`config.mk`:
```
export PLATFORM = sky130hd
export DESIGN_NAME = uart_tx_cfg
export DESIGN_NICKNAME = d
export VERILOG_FILES = /design/src/rtl/uart_tx_cfg.sv
export SDC_FILE = /design/constraint.sdc
export NUM_CORES = 1
export LEC_CHECK = 0
export ABC_AREA = 1
export CAP_MARGIN = 20
export CELL_PAD_IN_SITES_DETAIL_PLACEMENT = 1
export CELL_PAD_IN_SITES_GLOBAL_PLACEMENT = 1
export CORE_MARGIN = 2
export CORE_UTILIZATION = 30
export DETAILED_ROUTE_END_ITERATION = 8
export PLACE_DENSITY_LB_ADDON = 0.05
export REMOVE_ABC_BUFFERS = 1
export SYNTH_ARGS = -nofsm -noshare
export SYNTH_HDL_FRONTEND = slang
export SYNTH_SLANG_ARGS = --single-unit
```
`constraint.sdc`:
```
create_clock -name clk -period 1.95 [get_ports clk]
set_clock_uncertainty 0.05 [all_clocks]
set_input_delay 0.195 -clock clk [delete_from_list [all_inputs] [get_ports clk]]
set_output_delay 0.195 -clock clk [all_outputs]
set_load 0.03 [all_outputs]
```
`src/rtl/uart_tx_cfg.sv`:
```
// Configurable UART transmitter: start bit, DATA_BITS data bits LSB first, optional
// even/odd parity and a parametrised stop period. `define UART_TX_BREAK_EN adds send_break.
module uart_tx_cfg #(
  parameter int DATA_BITS = 8,
  parameter int OS_TICKS  = 16,
  parameter int SB_TICKS  = 16
) (
  input  logic                 clk,
  input  logic                 reset,
  input  logic                 tick,
  input  logic                 tx_valid,
  output logic                 tx_ready,
  input  logic [DATA_BITS-1:0] tx_data_in,
  input  logic [1:0]           parity_mode,
`ifdef UART_TX_BREAK_EN
  input  logic                 send_break,
`endif
  output logic                 tx,
  output logic                 tx_busy,
  output logic                 tx_done_tick
);
  localparam int SMAX = (OS_TICKS > SB_TICKS) ? OS_TICKS : SB_TICKS;
  localparam int SW   = (SMAX > 1) ? $clog2(SMAX) : 1;
  localparam int NW   = $clog2(DATA_BITS) + 1;

  typedef enum logic [2:0] {
    S_IDLE   = 3'd0,
    S_START  = 3'd1,
    S_DATA   = 3'd2,
    S_PARITY = 3'd3,
    S_STOP   = 3'd4,
    S_BREAK  = 3'd5
  } state_t;

  state_t               state_q, state_d;
  logic [SW-1:0]        s_q, s_d;
  logic [NW-1:0]        n_q, n_d;
  logic [DATA_BITS-1:0] shift_q, shift_d;
  logic                 par_q, par_d;
  logic                 pen_q, pen_d;
  logic                 tx_q, tx_d;
  logic                 ready_q, ready_d;
  logic                 busy_q, busy_d;
  logic                 done_q, done_d;
  logic                 os_end, sb_end;

`ifdef UART_TX_BREAK_EN
  // A break must hold the line low for at least one plain (no-parity) frame.
  localparam int FRAME_TICKS = OS_TICKS * (1 + DATA_BITS) + SB_TICKS;
  localparam int BW          = $clog2(FRAME_TICKS + 1);
  logic [BW-1:0] brk_q, brk_d;
  logic          in_brk_q, in_brk_d;
`endif

  function automatic logic calc_parity(input logic [DATA_BITS-1:0] d, input logic [1:0] m);
    return (^d) ^ (m == 2'b10);
  endfunction

  assign os_end = tick && (s_q == SW'(OS_TICKS - 1));
  assign sb_end = tick && (s_q == SW'(SB_TICKS - 1));

  // State and output registers
  always_ff @(posedge clk or posedge reset) begin
    if (reset) begin
      state_q  <= S_IDLE;
      s_q      <= SW'(0);
      n_q      <= NW'(0);
      shift_q  <= {DATA_BITS{1'b0}};
      par_q    <= 1'b0;
      pen_q    <= 1'b0;
      tx_q     <= 1'b1;
      ready_q  <= 1'b1;
      busy_q   <= 1'b0;
      done_q   <= 1'b0;
`ifdef UART_TX_BREAK_EN
      brk_q    <= BW'(0);
      in_brk_q <= 1'b0;
`endif
    end else begin
      state_q  <= state_d;
      s_q      <= s_d;
      n_q      <= n_d;
      shift_q  <= shift_d;
      par_q    <= par_d;
      pen_q    <= pen_d;
      tx_q     <= tx_d;
      ready_q  <= ready_d;
      busy_q   <= busy_d;
      done_q   <= done_d;
`ifdef UART_TX_BREAK_EN
      brk_q    <= brk_d;
      in_brk_q <= in_brk_d;
`endif
    end
  end

  // Next-state and datapath logic
  always_comb begin
    state_d = state_q;
    s_d     = s_q;
    n_d     = n_q;
    shift_d = shift_q;
    par_d   = par_q;
    pen_d   = pen_q;
    done_d  = 1'b0;
`ifdef UART_TX_BREAK_EN
    brk_d    = brk_q;
    in_brk_d = in_brk_q;
`endif
    case (state_q)
      S_IDLE: begin
`ifdef UART_TX_BREAK_EN
        if (send_break) begin
          state_d  = S_BREAK;
          brk_d    = BW'(0);
          in_brk_d = 1'b1;
        end else
`endif
        if (tx_valid && ready_q) begin
          state_d = S_START;
          s_d     = SW'(0);
          n_d     = NW'(0);
          shift_d = tx_data_in;
          par_d   = calc_parity(tx_data_in, parity_mode);
          pen_d   = (parity_mode == 2'b01) || (parity_mode == 2'b10);
        end else begin
          state_d = S_IDLE;
        end
      end
      S_START: begin
        if (os_end) begin
          s_d     = SW'(0);
          state_d = S_DATA;
        end else if (tick) begin
          s_d = s_q + SW'(1);
        end else begin
          s_d = s_q;
        end
      end
      S_DATA: begin
        if (os_end) begin
          s_d     = SW'(0);
          shift_d = {1'b0, shift_q[DATA_BITS-1:1]};
          if (n_q == NW'(DATA_BITS - 1)) begin
            n_d     = NW'(0);
            state_d = pen_q ? S_PARITY : S_STOP;
          end else begin
            n_d = n_q + NW'(1);
          end
        end else if (tick) begin
          s_d = s_q + SW'(1);
        end else begin
          s_d = s_q;
        end
      end
      S_PARITY: begin
        if (os_end) begin
          s_d     = SW'(0);
          state_d = S_STOP;
        end else if (tick) begin
          s_d = s_q + SW'(1);
        end else begin
          s_d = s_q;
        end
      end
      S_STOP: begin
        if (sb_end) begin
          s_d     = SW'(0);
          state_d = S_IDLE;
`ifdef UART_TX_BREAK_EN
          done_d   = ~in_brk_q;
          in_brk_d = 1'b0;
`else
          done_d  = 1'b1;
`endif
        end else if (tick) begin
          s_d = s_q + SW'(1);
        end else begin
          s_d = s_q;
        end
      end
`ifdef UART_TX_BREAK_EN
      S_BREAK: begin
        if (tick && (brk_q != BW'(FRAME_TICKS))) begin
          brk_d = brk_q + BW'(1);
        end else begin
          brk_d = brk_q;
        end
        if (!send_break && (brk_q == BW'(FRAME_TICKS))) begin
          state_d = S_STOP;
          s_d     = SW'(0);
        end else begin
          state_d = S_BREAK;
        end
      end
`endif
      default: begin
        state_d = S_IDLE;
        s_d     = SW'(0);
        n_d     = NW'(0);
      end
    endcase
  end

  // Output values registered alongside the state they belong to
  always_comb begin
    tx_d    = 1'b1;
    ready_d = 1'b0;
    busy_d  = 1'b1;
    case (state_d)
      S_IDLE: begin
        tx_d    = 1'b1;
        ready_d = 1'b1;
        busy_d  = 1'b0;
      end
      S_START:  tx_d = 1'b0;
      S_DATA:   tx_d = shift_d[0];
      S_PARITY: tx_d = par_d;
      S_STOP:   tx_d = 1'b1;
      S_BREAK:  tx_d = 1'b0;
      default: begin
        tx_d    = 1'b1;
        ready_d = 1'b1;
        busy_d  = 1'b0;
      end
    endcase
  end

  assign tx           = tx_q;
  assign tx_ready     = ready_q;
  assign tx_busy      = busy_q;
  assign tx_done_tick = done_q;

endmodule

```
Word level (Yosys, flattened, before mapping)

Cells that the tools add are included.

Output and inout bits: 4
Logic and storage cells: 70
Input port bits: 14
Flip-flop bits (word level): 25

Mux-type cells: 25
Eq/ne operators: 16
Bitwise gates (word level): 2
Reductions and logical operators: 14
Add/subtract/negate cells: 2

Operator list:

| kind                                                                    | number |
|---|---|
| 4-bit 2-to-1 mux                                                        | 5 |
| 3-bit 2-to-1 mux                                                        | 6 |
| 8-bit 2-to-1 mux                                                        | 2 |
| 8-bit one-hot mux with 2 select lines                                   | 1 |
| 3-bit one-hot mux with 5 select lines                                   | 1 |
| 3-bit by 2-bit == test with 1-bit output, second input constant         | 4 |
| 4-bit one-hot mux with 3 select lines                                   | 1 |
| 3-bit == test, second input constant                                    | 3 |
| 4-bit by 1-bit adder with 4-bit output, second input constant           | 2 |
| 4-bit one-hot mux with 2 select lines                                   | 1 |
| 8-bit parity                                                            | 1 |
| 1-bit 2-to-1 mux                                                        | 7 |
| 3-bit by 1-bit == test with 1-bit output, second input constant         | 2 |
| 3-bit AND reduction                                                     | 2 |
| 5-bit OR reduction                                                      | 1 |
| 4-bit by 3-bit == test with 1-bit output, second input constant         | 1 |
| 4-bit == test, second input constant                                    | 1 |
| 2-bit inequality test, second input constant                            | 2 |
| 2-bit AND reduction                                                     | 2 |
| 4-bit OR reduction                                                      | 1 |
| 3-bit zero test                                                         | 1 |
| 3-bit by 1-bit inequality test with 1-bit output, second input constant | 1 |
| 1-bit one-hot mux with 3 select lines                                   | 1 |
| 3-bit OR reduction                                                      | 1 |
| 8 further kinds                                                         | 9 |

Logic depth before layout (Yosys ltp)

Gate-level depths: netlist of the first run.

Word-level depth: 7
Gate-level depth with buffers: 13
Depth with buffers taken out: 13

Least setup slack after synthesis of the first run

No wires, ideal clock.

Path type: register to register
Start: reg s_q[0]
End: reg busy_q (netlist: tx_busy)
Arrival: 1.292 ns
Required time: 1.781 ns
Setup time: 0.119 ns
Clock period less this slack: 1.461 ns
Buffers on the path: 0
Cell stages (with the launch flop): 8
Setup slack: 0.489 ns
Cell sequence: dfrtp_1 ha_1 nand4_2 o21ai_2 a21oi_2 nand2_1 nor2_1 inv_1

Longest elaborated chain between the ends: 7
Elaborated cells on any way between the ends: 14
Classes of those cells: eq/ne (6); mux (6); reduce/logical (2)

RTL lines:

| what                                       | line   | RTL |
|---|---|---|
| from (decl)                                | 36     | `logic [SW-1:0] s_q, s_d;` |
| from (signal assigned)                     | 66     | `s_q <= SW'(0);` |
| from (signal assigned)                     | 81     | `s_q <= s_d;` |
| 4-bit == test (*)                          | 59, 60 |  |
| 1-bit logical AND (*)                      | 59, 60 |  |
| 3-bit 2-to-1 mux, on equally long branches | --     |  |
| 3-bit one-hot mux with 5 select lines (*)  | 110    | `case (state_q)` |
| 3-bit == test (tied with other cells)      | 210    | `case (state_d)` |
| 5-bit OR reduction (no source line) (*)    | --     |  |
| 1-bit 2-to-1 mux (*)                       | 210    |  |
| via busy_d                                 | 43     | `logic busy_q, busy_d;` |
| to (signal assigned)                       | 88     | `busy_q <= busy_d;` |
| to (decl)                                  | 43     |  |

Mark *: on every way through the listed nets, which the timed path passes. The rest lies on a longest branch.
A chain may end at the register's enable or synchronous reset.

Worst setup path in the final report of the first run

Start: reg ready_q (netlist: tx_ready)
End: out tx_ready

RTL lines:

| what                   | line | RTL |
|---|---|---|
| from (decl)            | 42   | `logic ready_q, ready_d;` |
| from (signal assigned) | 87   | `ready_q <= ready_d;` |
| to (decl)              | 12   | `output logic tx_ready,` |

No word-level cell between the ends.

==> flow_summary.toml, run 1 <==
[synthesis]
ys.flop_type = "dfrtp_1"
synthArstFlopShare_pct = 100
synth_xor_area_share_pct = 2.50
netlist_instances = 177
synth_edf_count = 0
postSynthAreaPerCell_um2 = 7.93
yosys_warnings = 0
synth_mux_area_share_pct = 0.713
synthAdderAreaFrac_pct = 2.67
synth-compound-area-share_pct = 11.8
synth.distinct_cells = 29
synth_seq_cells = 25
seq_area_frac_synth_pct = 44.7
synth_simple_gate_area_share_pct = 29.9
syn_area_um2 = 1400
synth_top_family_by_area = "simple AND/OR/NAND/NOR gates"

[layout]
final_nets = 218
fin_util_pct = 38.2
syn_to_final_growth_pct = 21.0
fill_cells = 559
multi_input_area_um2 = 667
seqCellArea_um2 = 628
drive_above_1_share_pct = 13.5
n_antenna_cell = 0

[place]
portBuffers = 17
place_hpwl_mm = 2.68
place_congestion = 0.797

[global_routing]
antenna_found_initial = 0
grt_max_degree = 26
grt_pass1_wl_mm = 6.27
grt_usage_pct = 15.4
grt_pass1_vias = 1312
overflow = 0

[timing]
fin_crit_sh_pct = 88.3
max_freq_mhz = 581
setup-tns-final_ns = 0
maxSlewHeadroom_pct = 77.6
hold_viol = 0
worstMarginPinSlew_ns = 0.336
setup-violations-final = 0
rsz0062_at_grt = "false"
drv_slew = 0
finalCriticalPeriod_ns = 1.72

[worst_setup_path]
cp_max_fo = 2
worstSetupPathDepth = 1
crit_required_ns = 1.70
cp.buffers_inverters = 1
path_class = "reg -> out"
ff2ff_path_depth = 8
r2r-end = "tx_busy$_DFF_PP0_"
crit_path_max_incr_delay_ns = 0.66
r2r_start = "s_q[0]$_DFFE_PP0P_"
crit_path_start_kind = "register"
slowest_stage = "clkdlybuf4s50_1"
cp_cell_sequence = "clkdlybuf4s50_1"
crit_start = "tx_ready$_DFF_PP1_"
critPathTopFamily = "buffers and inverters"
rrSetupSlack_ns = 0.27
setup.worst_path.end_class = "output port"
cp-endpoint = "tx_ready"
worstPathArrival_ns = 1.48

[floorplanning]
core-area_um2 = 4440
dieHeight_um = 72.4
start_util_pct = 31.6
rows = 24
die-area_um2 = 5240
ioPinCount = 18
die_w_um = 72.4

[clock_tree]
ctsRootBufferMaster = "clkbuf_8"
post_cts_buffers = 0
clk_latency_ns = 0.27
cts_tree = "done"
clock_tree.buffer_depth = 2
htree_num_levels = 1
clock-sinks = 25
cts_buffers = 3
ctsHoldBuffers = 0
cts_resized = 0
path_clk_slew_ns = 0.09

[power]
vdd_ir_drop_max_mv = 0.372
cellPowerDensity_nw_per_um2 = 1030
leakage_nw = 0.846

[drt]
drt-initial-drc-count = 16
viasPerCell = 4.79
dr.pass1.iters = 4
drtAntennaViolNets = 0
num_vias = 1208
wire_per_inst_um = 13.9
drc = 0
routed_wl_mm = 3.51

[worst_hold_path]
hold_path.class = "in -> async"

[run]
max_cap_viol_count = 0

[outcome]
status = "completed"
-- sequential cells by signal (all words and copies together), names as in the netlist --
signal	count
state_q	3
s_q	4
tx_done_tick	1
tx_ready	1
tx	1
tx_busy	1
pen_q	1
n_q	4
par_q	1
shift_q	8
-- area by class of cell --
cell class	instances	area share, %
multi-input cells	123	39.2
flip-flops and latches	25	37.0
repair buffers	19	10.9
inverters	29	6.41
well taps	52	3.83
clock buffers	4	2.65
-- power by group --
group	internal (mW)	total, mW	switching, mW
Combinational	0.251	0.629	0.378
Sequential	0.682	0.810	0.128
Clock	0.147	0.319	0.172
-- layer usage --
metal | track usage (%) | part of all wire (%) | wire length [um]
met1 | 22.5 | 53 | 1850
met2 | 22.9 | 44 | 1530
met3 | 2.08 | 1.9 | 67
met4 | 6.17 | 1.7 | 59
met5 | 0 | 0 | 0
-- cell families (layout without fill, tap and decap cells) --
family                   count (synthesis)  count (layout)
AND/OR/NAND/NOR                         89              89
XOR/XNOR                                 4               4
flip-flops                              25              25
multiplexers                             1               1
buffers and inverters                   29              52
adder cells (fa/ha/maj)                  3               3
AO/OA/AOI/OAI                           26              26
-- synthesized netlist by cell type (3+ instances only) --
library cell	instances	area, um2
nand2_2	4	25.0
nand3_1	13	65.1
a21oi_1	6	30.0
nor2_1	14	52.6
nand2_1	44	165
nor2_2	4	25.0
dfrtp_1	23	576
xor2_1	3	26.3
inv_2	4	15.0
ha_1	3	37.5
o21ai_0	6	30.0
a22oi_1	7	52.6
inv_1	25	93.8
o21a_1	3	22.5
-- placed cells by master (no fill, tap or decap), drive strengths merged, types with 4 or more instances in the layout --
cell,instances
inv,29
a21oi,7
o21ai,7
clkdlybuf4s50,17
clkbuf,4
nor2,20
nand2,49
nand3,14
dfrtp,23
a22oi,7
-- per-stage QoR --
| step | area [um2] | total power [mW] | setup WS (ns) | hold WS, ns | instances |
|---|---|---|---|---|---|
| final | 1700 | 1.76 | 0.228 | 0.227 | 252 |
| after global routing | 1700 | 1.92 | 0.101 | 0.281 | 252 |
| after CTS | 1700 | 1.79 | 0.213 | 0.240 | 252 |
| after detailed placement | 1650 | 1.45 | 0.143 | 0.417 | 248 |
| after global placement | 1650 | 1.42 | 0.192 | 0.416 | 248 |
| after floorplan | 1400 | 1.25 | 0.489 | 0.171 | 177 |
-- how the worst min path moves through the flow --
stage / start / end / slack [ns] / depth (start not counted)
after floorplan: reset / n_q[0]$_DFFE_PP0P_ / 0.17 / 1
after global placement: shift_q[5]$_DFFE_PP0P_ / shift_q[5]$_DFFE_PP0P_ / 0.42 / 2
after detailed placement: shift_q[5]$_DFFE_PP0P_ / shift_q[5]$_DFFE_PP0P_ / 0.42 / 2
after CTS: reset / n_q[1]$_DFFE_PP0P_ / 0.24 / 3
after global routing: reset / n_q[2]$_DFFE_PP0P_ / 0.28 / 3
final: reset / n_q[2]$_DFFE_PP0P_ / 0.23 / 3
Power figures use the tool's default switching activity.
==> run 2: changes to the inputs <==
--- a/config.mk
+++ b/config.mk
@@ -14,6 +14,7 @@
 export DETAILED_ROUTE_END_ITERATION = 8
 export PLACE_DENSITY_LB_ADDON = 0.05
 export REMOVE_ABC_BUFFERS = 1
+export SKIP_LAST_GASP = 1
 export SYNTH_ARGS = -nofsm -noshare
 export SYNTH_HDL_FRONTEND = slang
 export SYNTH_SLANG_ARGS = --single-unit
==> results of run 2 <==
No change in the layout: final DEF, timing and power equal those of run 1.
==> run 3: changes to the inputs <==
--- a/config.mk
+++ b/config.mk
@@ -12,9 +12,10 @@
 export CORE_MARGIN = 2
 export CORE_UTILIZATION = 30
 export DETAILED_ROUTE_END_ITERATION = 8
-export PLACE_DENSITY_LB_ADDON = 0.05
+export PLACE_DENSITY = 0.7
 export REMOVE_ABC_BUFFERS = 1
 export SKIP_LAST_GASP = 1
+export SLEW_MARGIN = 40
 export SYNTH_ARGS = -nofsm -noshare
 export SYNTH_HDL_FRONTEND = slang
 export SYNTH_SLANG_ARGS = --single-unit
==> run 3 against run 2 <==
Setup slack gained 0.0072 ns. Global-route usage shrank 2.3 points. Maximum frequency grew 0.42%. Sequential power is essentially flat. Combinational power shrank 2%. Count of clock-buffer cells in the layout shrank 1. Die area is the same. Register-to-register slack gained 0.06 ns. First-iteration DRC count grew to 3.2 times the previous value. Routed wire length shrank 13%. Critical path depth is the same. Critical endpoint unchanged. Largest cell class unchanged.
==> flow_summary.toml, run 3 (synthesis results as in run 1) <==
[power]
combinationalPowerShare_pct = 35.5
power.switching_mw = 0.661
clkPwrFrac_pct = 18.1
seqPwrFrac_pct = 46.4
vdd_ir_drop_max_mv = 0.426
power.total_mw = 1.74
cellPowerDensity_nw_per_um2 = 1020
p_sw_share_pct = 38.0
p_int_mw = 1.08
leakage_nw = 0.849

[drt]
drtAntennaViolNets = 0
viasPerCell = 4.68
wire_per_inst_um = 12.1
num_vias = 1184
dr.pass1.iters = 4
routed_wl_mm = 3.06
drc = 0
drt-initial-drc-count = 51

[clock_tree]
ctsHoldBuffers = 0
cts_resized = 0
path_clk_slew_ns = 0.09
cts_buffers = 3
post_cts_buffers = 0
clk_latency_ns = 0.27
clock-sinks = 25
htree_num_levels = 1
ctsRootBufferMaster = "clkbuf_8"
clock_tree.buffer_depth = 2
cts_tree = "done"

[layout]
fill_cells = 562
reg_top3 = "shift_q (8), n_q (4), s_q (4)"
top_register = "shift_q"
stdcell_area_um2 = 1710
n_antenna_cell = 0
final_nets = 219
fin_util_pct = 38.5
largest_reg_flops = 8
layout_common_cells = "44 x nand2_1, 25 x inv_1, 23 x dfrtp_1"
final_common_cell = "nand2_1"
stdcell_count = 253
syn_to_final_growth_pct = 21.8
drive_above_1_share_pct = 14.4

[place]
placed_area_um2 = 1660
place_hpwl_mm = 2.41
pre_cts_ws_ns = 0.150
place_congestion = 0.784
dpl.cell_count = 249
portBuffers = 17

[outcome]
status = "completed"

[timing]
final.setup.worst_slack_ns = 0.236
holdWs_ns = 0.213
drv_slew = 0
setup-violations-final = 0
maxSlewHeadroom_pct = 79.0
finalCriticalPeriod_ns = 1.71
setup-tns-final_ns = 0
hold_viol = 0
worstMarginPinSlew_ns = 0.314
max_freq_mhz = 583
rsz0062_at_grt = "false"
fin_crit_sh_pct = 87.9

[worst_setup_path]
setup.worst_path.end_class = "output port"
cp_max_fo = 2
ff2ff_path_depth = 7
worstPathArrival_ns = 1.47
r2r_start = "n_q[0]$_DFFE_PP0P_"
cp.buffers_inverters = 1
critPathTopFamily = "buffers and inverters"
crit_required_ns = 1.70
path_class = "reg -> out"
crit_path_max_incr_delay_ns = 0.66
slowest_stage = "clkdlybuf4s50_1"
rrSetupSlack_ns = 0.33
crit_path_start_kind = "register"
r2r-end = "tx_busy$_DFF_PP0_"
cp_cell_sequence = "clkdlybuf4s50_1"

[floorplanning]
dieHeight_um = 72.4
core-area_um2 = 4440
die_w_um = 72.4
die-area_um2 = 5240
ioPinCount = 18
rows = 24
start_util_pct = 31.6

[global_routing]
grt_max_degree = 26
grt_usage_pct = 13.1
overflow = 0
grt_pass1_vias = 1227
antenna_found_initial = 0
grt_pass1_wl_mm = 5.46

[worst_hold_path]
hold_path.class = "in -> async"

[run]
max_cap_viol_count = 0
## run 3: changes by cell type in the layout (fill, tap and decap cells not counted), sizes merged
cell,before,now
clkbuf,4,3
clkinvlp,0,1
buf,2,3
## run 3: area by class of cell
| cell class | instances | area [um2] | area share, % |
|---|---|---|---|
| Clock buffer | 3 | 41.3 | 2.41 |
| Clock inverter | 1 | 7.51 | 0.439 |
| Inverter | 29 | 109 | 6.36 |
| Multi-Input combinational cell | 123 | 667 | 39.0 |
| Sequential cell | 25 | 628 | 36.7 |
| Tap cell | 52 | 65.1 | 3.80 |
| Timing Repair Buffer | 20 | 193 | 11.3 |
## run 3: worst max path at each step
| stage | from | to | slack [ns] | cells past startpoint |
|---|---|---|---|---|
| after floorplan | s_q[0]$_DFFE_PP0P_ | tx_busy$_DFF_PP0_ | 0.49 | 7 |
| after global placement | tick | tx_busy$_DFF_PP0_ | 0.13 | 8 |
| after detailed placement | tick | n_q[3]$_DFFE_PP0P_ | 0.15 | 9 |
| after CTS | tx_ready$_DFF_PP1_ | tx_ready | 0.22 | 1 |
| after global routing | s_q[0]$_DFFE_PP0P_ | tx_busy$_DFF_PP0_ | 0.16 | 7 |
| final | tx_ready$_DFF_PP1_ | tx_ready | 0.24 | 1 |
## run 3: layer usage
metal	up-vias	global-route usage, %	part of all wire [%]
li1	615	-	-
met1	549	17.7	51
met2	16	21.6	45
met3	4	2.08	3.0
met4	0	4.32	1.1
met5	-	0	0
## run 3: power groups by stage
stage               sequential [mW]  clock, mW  combinational (mW)
finish                        0.807      0.315               0.618
CTS                           0.808      0.333               0.629
global route                  0.834      0.357               0.706
global placement              0.814          0               0.606
detailed placement            0.819          0               0.621
floorplan                     0.827          0               0.424
